**config.mk**
```make
export PLATFORM = sky130hd
export DESIGN_NAME = bit_serializer
export DESIGN_NICKNAME = d
export VERILOG_FILES = /design/src/rtl/bit_serializer_pkg.sv /design/src/rtl/bit_serializer_skid_reg1.sv /design/src/rtl/bit_serializer.sv
export SDC_FILE = /design/constraint.sdc
export NUM_CORES = 1
export LEC_CHECK = 0
export CORE_ASPECT_RATIO = 0.6
export CORE_MARGIN = 2
export CORE_UTILIZATION = 54
export CTS_BUF_LIST = sky130_fd_sc_hd__clkbuf_8 sky130_fd_sc_hd__clkbuf_16
export DETAILED_ROUTE_END_ITERATION = 6
export GPL_TIMING_DRIVEN = 0
export PLACE_DENSITY_LB_ADDON = 0.25
export SETUP_SLACK_MARGIN = 0.3
export SLEW_MARGIN = 15
export SYNTH_ARGS = -nofsm -noshare
export SYNTH_HDL_FRONTEND = slang
export SYNTH_SLANG_ARGS = --single-unit
```
**constraint.sdc**
```tcl
create_clock -name clk -period 2.18 [get_ports clk]
set_input_delay 0.436 -clock clk [delete_from_list [all_inputs] [get_ports clk]]
set_output_delay 0.436 -clock clk [all_outputs]
set_load 0.02 [all_outputs]
```
**src/rtl/bit_serializer_pkg.sv**
```systemverilog
// Shared definitions for the bit serializer and its downstream users.
// Holds the FSM state encoding and the default parallel word width.
package bit_serializer_pkg;

  localparam int unsigned DEFAULT_WIDTH = 8;

  // IDLE: shifter holds no bits still to send; SHIFT: shifter holds pending bits.
  typedef enum logic {
    IDLE  = 1'b0,
    SHIFT = 1'b1
  } state_e;

endpackage : bit_serializer_pkg

```
**src/rtl/bit_serializer_skid_reg1.sv**
```systemverilog
// One-entry holding buffer with valid/ready handshakes on both sides.
// Ports:
//   clk, reset_n        clock, synchronous active-low reset
//   in_data/in_valid    word offered for storage
//   in_ready            buffer is empty and can take a word
//   out_data/out_valid  stored word and its valid flag
//   out_ready           consumer takes the stored word this edge
module skid_reg1
  import bit_serializer_pkg::*;
#(
  parameter int unsigned WIDTH = DEFAULT_WIDTH
) (
  input  logic             clk,
  input  logic             reset_n,
  input  logic [WIDTH-1:0] in_data,
  input  logic             in_valid,
  output logic             in_ready,
  output logic [WIDTH-1:0] out_data,
  output logic             out_valid,
  input  logic             out_ready
);

  logic             valid_q, valid_d;
  logic [WIDTH-1:0] data_q, data_d;

  // Storage register.
  always_ff @(posedge clk) begin
    if (!reset_n) begin
      valid_q <= 1'b0;
      data_q  <= '0;
    end else begin
      valid_q <= valid_d;
      data_q  <= data_d;
    end
  end

  // Push only when empty, so push and pop never coincide.
  always_comb begin
    valid_d = valid_q;
    data_d  = data_q;
    if (in_valid && in_ready) begin
      valid_d = 1'b1;
      data_d  = in_data;
    end else if (valid_q && out_ready) begin
      valid_d = 1'b0;
    end
  end

  assign in_ready  = ~valid_q;
  assign out_valid = valid_q;
  assign out_data  = data_q;

endmodule : skid_reg1

```
**src/rtl/bit_serializer.sv**
```systemverilog
// Parallel-to-serial converter feeding a ones-counting FSM, MSB first.
// Ports:
//   clk, reset_n        clock, synchronous active-low reset
//   in_data/in_valid    parallel word offered by the producer
//   in_ready            a word can be accepted (holding buffer empty)
//   stall               downstream hold; freezes serialisation
//   x, x_valid          serial bit and its qualifier (registered)
//   sow, eow            start/end-of-word markers (registered)
module bit_serializer
  import bit_serializer_pkg::*;
#(
  parameter int unsigned WIDTH = DEFAULT_WIDTH
) (
  input  logic             clk,
  input  logic             reset_n,
  input  logic [WIDTH-1:0] in_data,
  input  logic             in_valid,
  output logic             in_ready,
  input  logic             stall,
  output logic             x,
  output logic             x_valid,
  output logic             sow,
  output logic             eow
);

  localparam int unsigned CNT_W = $clog2(WIDTH + 1);

  state_e           state_q, state_d;
  logic [WIDTH-1:0] shift_q, shift_d;
  logic [CNT_W-1:0] cnt_q, cnt_d;
  logic             x_q, x_d;
  logic             x_valid_q, x_valid_d;
  logic             sow_q, sow_d;
  logic             eow_q, eow_d;

  logic [WIDTH-1:0] buf_data;
  logic             buf_valid;
  logic             accept_c;
  logic             last_c;
  logic             free_c;
  logic             load_c;
  logic             buf_push_c;
  logic [WIDTH-1:0] new_word_c;

  // cnt_q counts bits still to emit; the final bit goes out when it is 1.
  assign accept_c   = in_valid & in_ready;
  assign last_c     = (state_q == SHIFT) && (cnt_q == CNT_W'(1));
  assign free_c     = ~stall & ((state_q == IDLE) | last_c);
  assign load_c     = free_c & (buf_valid | accept_c);
  assign buf_push_c = accept_c & ~free_c;
  // Buffer full implies in_ready low, so the buffer always has priority.
  assign new_word_c = buf_valid ? buf_data : in_data;

  skid_reg1 #(
    .WIDTH(WIDTH)
  ) u_skid (
    .clk      (clk),
    .reset_n  (reset_n),
    .in_data  (in_data),
    .in_valid (buf_push_c),
    .in_ready (in_ready),
    .out_data (buf_data),
    .out_valid(buf_valid),
    .out_ready(free_c)
  );

  // State and output registers.
  always_ff @(posedge clk) begin
    if (!reset_n) begin
      state_q   <= IDLE;
      shift_q   <= '0;
      cnt_q     <= '0;
      x_q       <= 1'b0;
      x_valid_q <= 1'b0;
      sow_q     <= 1'b0;
      eow_q     <= 1'b0;
    end else begin
      state_q   <= state_d;
      shift_q   <= shift_d;
      cnt_q     <= cnt_d;
      x_q       <= x_d;
      x_valid_q <= x_valid_d;
      sow_q     <= sow_d;
      eow_q     <= eow_d;
    end
  end

  // Next state and next outputs; everything holds and outputs go quiet on stall.
  always_comb begin
    state_d   = state_q;
    shift_d   = shift_q;
    cnt_d     = cnt_q;
    x_d       = 1'b0;
    x_valid_d = 1'b0;
    sow_d     = 1'b0;
    eow_d     = 1'b0;
    if (!stall) begin
      case (state_q)
        IDLE: begin
          // From idle the MSB goes out at the load edge for one-cycle latency.
          if (load_c) begin
            x_d       = new_word_c[WIDTH-1];
            x_valid_d = 1'b1;
            sow_d     = 1'b1;
            shift_d   = {new_word_c[WIDTH-2:0], 1'b0};
            cnt_d     = CNT_W'(WIDTH - 1);
            state_d   = SHIFT;
          end
        end
        SHIFT: begin
          x_d       = shift_q[WIDTH-1];
          x_valid_d = 1'b1;
          sow_d     = (cnt_q == CNT_W'(WIDTH));
          eow_d     = last_c;
          shift_d   = {shift_q[WIDTH-2:0], 1'b0};
          cnt_d     = cnt_q - CNT_W'(1);
          if (last_c) begin
            // Next word's MSB follows on the next edge with no gap.
            if (load_c) begin
              shift_d = new_word_c;
              cnt_d   = CNT_W'(WIDTH);
            end else begin
              state_d = IDLE;
            end
          end
        end
        default: state_d = IDLE;
      endcase
    end
  end

  assign x       = x_q;
  assign x_valid = x_valid_q;
  assign sow     = sow_q;
  assign eow     = eow_q;

endmodule : bit_serializer

```
==> reports/metrics.sh <==
FINAL_MAX_SLEW_VIOL_COUNT=0
FIRST_GLOBAL_VIAS=1252
CLOCK.FMAX_MHz=518.9
SEQ_POWER_SHARE_PCT=49.0
GRT_OVERFLOW=0
CLOCK_INSERTION_DELAY_WORST_SKEW_NS=0.28
INITIAL_ANTENNA_VIOLATION_COUNT=0
CTS_TREE='built'
MAX-SLEW-MARGIN-REL_PCT=63.16
MOSTFREQUENTLAYOUTCELLS='dfxtp_1, nand2_1, nor2_1, nand3_1, clkdlybuf4s50_1'
CTS_INSERTED_BUFFERS=3
LAYOUT-DRIVE-GT1-SHARE_PCT=13.78
VIAS=1345
FINALHOLDVIOLATIONS=0
POWER_SWITCHING_W=0.0003114
SEQ_AREA_UM2=523.0
PERIOD_SHARE_PCT=88.39
DIE_WIDTH_UM=68.97
CTS.SINKS=26
POSTROUTEANTENNANETS=0
IOS=17
FINAL.SETUP_SKEW_NS=0.01085
GR-USAGE-ALL-LAYERS_PCT=26.80
WORST-ENDPOINT-ARRIVAL_NS=2.14
STARTPOINT='cnt_q[1]$_SDFFE_PN0P_'
FINALSETUPVIOLATIONS=0
AREA_GROWTH_SYN_TO_LAYOUT_PCT=24.15
SYNTH_ASYNC_SR_FLOP_SHARE_PCT=0
DETAILED_ROUTE_WL_MM=3.565
R2R.WORST_PATH.CELLS=7
SYNTH_TOP_FLOP_CELL='dfxtp_1'
WHS_NS=0.4646
CRITPATHREQUIREDTIME_NS=2.39
VIA_PER_INST=5.899
NUMBER_OF_NETS_AT_THE_END_OF_THE_FLOW=211
DIE-HEIGHT_UM=42.98
SYN-MEAN-INSTANCE-AREA_UM2=8.044
FINAL.FILL_COUNT=216
LAYOUT.CELLS.MOST_COMMON='dfxtp_1'
WORSTPATHMAXFANOUT=5
START_KIND='register'
OUTCOME='finished, final reports clean'
GLOBAL_ROUTE_WIRE_LENGTH_BEFORE_REPAIR_MM=5.865
CLOCKBUFFERDEPTH=2
P_CLK_SHARE_PCT=29.9
MAXCAPVIOLATIONS=0
SYNTH.LIB_CELLS_USED.DISTINCT=30
RSZ0062_AT_GRT='yes'
YOSYS_WARNINGS=0
POST_SYNTH_INST_COUNT=170
DRC=0
PEAKVDDDROP_uV=399.0
CLK_PIN_SLEW_NS=0.09
GP_CONGESTION=0.8652
CLOCK-ROOT-BUFFER='clkbuf_8'
MAPPEDNETLISTNETS=184
FINAL.MIN_CLOCK_PERIOD_NS=1.927
FINAL.SETUP.TNS_NS=0
CTS-HOLD-FIX-BUFFERS=0
DRT_PASS1_ITERATIONS=4
REGTOREGENDPOINT='shift_q[7]$_SDFFE_PN0P_'
WHS_ENDPOINT='u_skid.out_data[7]$_SDFFE_PN0P_'
TIMING.SETUP.CRITICAL_PATH_CLASS='register to register'
DETAIL_ROUTE.WL_PER_CELL_UM=15.64
DRT_ITER0_DRC=100
ROWS=14
START_UTIL_PCT=55.77
POWER_FRAC_COMB_PCT=21.2
WORST_HOLD_STARTPOINT='u_skid.out_data[7]$_SDFFE_PN0P_'
REGTOREGSTARTPOINT='cnt_q[1]$_SDFFE_PN0P_'
HOLD_CLASS='register to register'
CORE-AREA_MM2=0.002452
CP-END-KIND='register'
SYNTH_SEQ_AREA_SHARE_PCT=38.06
P_LEAK_nW=0.6327
IO_BUFFERS=15
HOLD_DEPTH=2
POST-DP-HPWL_MM=2.365
CTS_MAX_LEVEL=1
INTERNAL_POWER_W=0.0007751
TOTAL_AREA_OF_MULTI_INPUT_COMBINATIONAL_CELLS_UM2=780.7
SYNTH-EDFF-COUNT=0
POWERDENSITY_mW_PER_MM2=639.9
SETUP.REG_TO_REG.WORST_SLACK_NS=0.25
POWER_SWITCHING_SHARE_PCT=28.66
GRT_MAX_DEGREE=15
ANTENNA-DIODE-COUNT=0
NETLIST_AREA_MM2=0.001368
WORST_MARGIN_PIN_SLEW_NS=0.5527
YOSYS_REGISTER_BITS=26
DIE-AREA_MM2=0.002964
-- worst max-delay path by stage --
stage	depth (start not counted)	endpoint
2_1_floorplan	6	shift_q[7]$_SDFFE_PN0P_
3_3_place_gp	6	shift_q[7]$_SDFFE_PN0P_
3_5_place_dp	6	shift_q[7]$_SDFFE_PN0P_
4_1_cts	7	shift_q[7]$_SDFFE_PN0P_
5_1_grt	7	shift_q[7]$_SDFFE_PN0P_
6_report	7	shift_q[7]$_SDFFE_PN0P_
-- kinds of logic after synthesis --
logic type | after synthesis | share of synthesized area [%]
flops | 26 | 38.06
compound gates | 34 | 16.65
mux | 16 | 12.26
buf+inv | 24 | 7.135
fa+ha+maj | 2 | 1.830
simple gates | 67 | 23.42
xor+xnor | 1 | 0.6406
-- cell type report --
class,count,share of cell area [%]
Multi-Input combinational cell,120,45.98
Timing Repair Buffer,22,11.64
Inverter,10,2.211
Clock buffer,4,3.242
Buffer,14,3.758
Sequential cell,26,30.80
Tap cell,32,2.358
-- synth_stat cells, drive strengths merged, types with 2 or more instances --
| cell type | count | share of area (%) |
|---|---|---|
| dfxtp | 26 | 38 |
| nor3b | 4 | 2.6 |
| nor2 | 20 | 5.5 |
| clkbuf | 12 | 3.3 |
| buf | 2 | 1.1 |
| o2111a | 2 | 1.6 |
| a221oi | 6 | 3.8 |
| nand2 | 21 | 5.8 |
| or3b | 2 | 1.3 |
| and2 | 2 | 0.91 |
| nand3 | 14 | 5.1 |
| nor3 | 2 | 0.73 |
| mux2i | 10 | 7.3 |
| inv | 10 | 2.7 |
| o21ai | 12 | 4.4 |
| a21oi | 4 | 1.5 |
| a31oi | 7 | 3.2 |
| mux2 | 6 | 4.9 |
| ha | 2 | 1.8 |
-- state kept, by name, indices dropped and copies added (netlist names) --
signal / flops
u_skid.out_data: 8
x: 1
sow: 1
cnt_q: 4
shift_q: 8
u_skid.out_valid: 1
x_valid: 1
eow: 1
state_q: 1
-- worst max-delay path, cell delays in order (launching register included) --
cell,delay (ns)
dfxtp_2,0.33
inv_2,0.07
ha_4,0.12
or4b_4,0.48
or3b_4,0.41
buf_6,0.15
o32a_1,0.16
a21oi_1,0.13
-- power by group through the flow --
stage / registers [W] / clock network (W) / logic, W
5_1_grt: 0.000536 / 0.000345 / 0.000254
6_report: 0.000532 / 0.000324 / 0.000230
3_5_place_dp: 0.000541 / 0 / 0.000207
3_3_place_gp: 0.000539 / 0 / 0.000201
4_1_cts: 0.000530 / 0.000324 / 0.000220
2_1_floorplan: 0.000539 / 0 / 0.000139
-- routing by layer --
metal / track usage (%) / vias up / part of all wire, %
li1: - / 650 / -
met1: 38.37 / 639 / 47
met2: 38.65 / 48 / 45
met3: 7.958 / 8 / 6.6
met4: 8.235 / 0 / 1.2
met5: 0 / - / 0
-- through the flow --
stage | total power (W) | std cells | utilization (%) | area (µm²) | setup slack, ns
final | 0.001086 | 228 | 69.23 | 1698 | 0.2530
after global routing | 0.001135 | 228 | 69.23 | 1698 | 0.1701
after CTS | 0.001075 | 227 | 68.32 | 1675 | 0.2550
after detailed placement | 0.0007482 | 217 | 63.52 | 1558 | -0.2336
after global placement | 0.0007398 | 217 | 63.52 | 1558 | -0.2182
after floorplan | 0.0006778 | 170 | - | 1368 | 0.3191
-- what timing repair did --
item,CTS,global route
pin swaps,3,3
endpoints found under the setup margin,13,19
cloned,1,0
buffers inserted,5,1
resized for setup,10,5
hold endpoints to repair,0,0
Power figures use the tool's default switching activity.
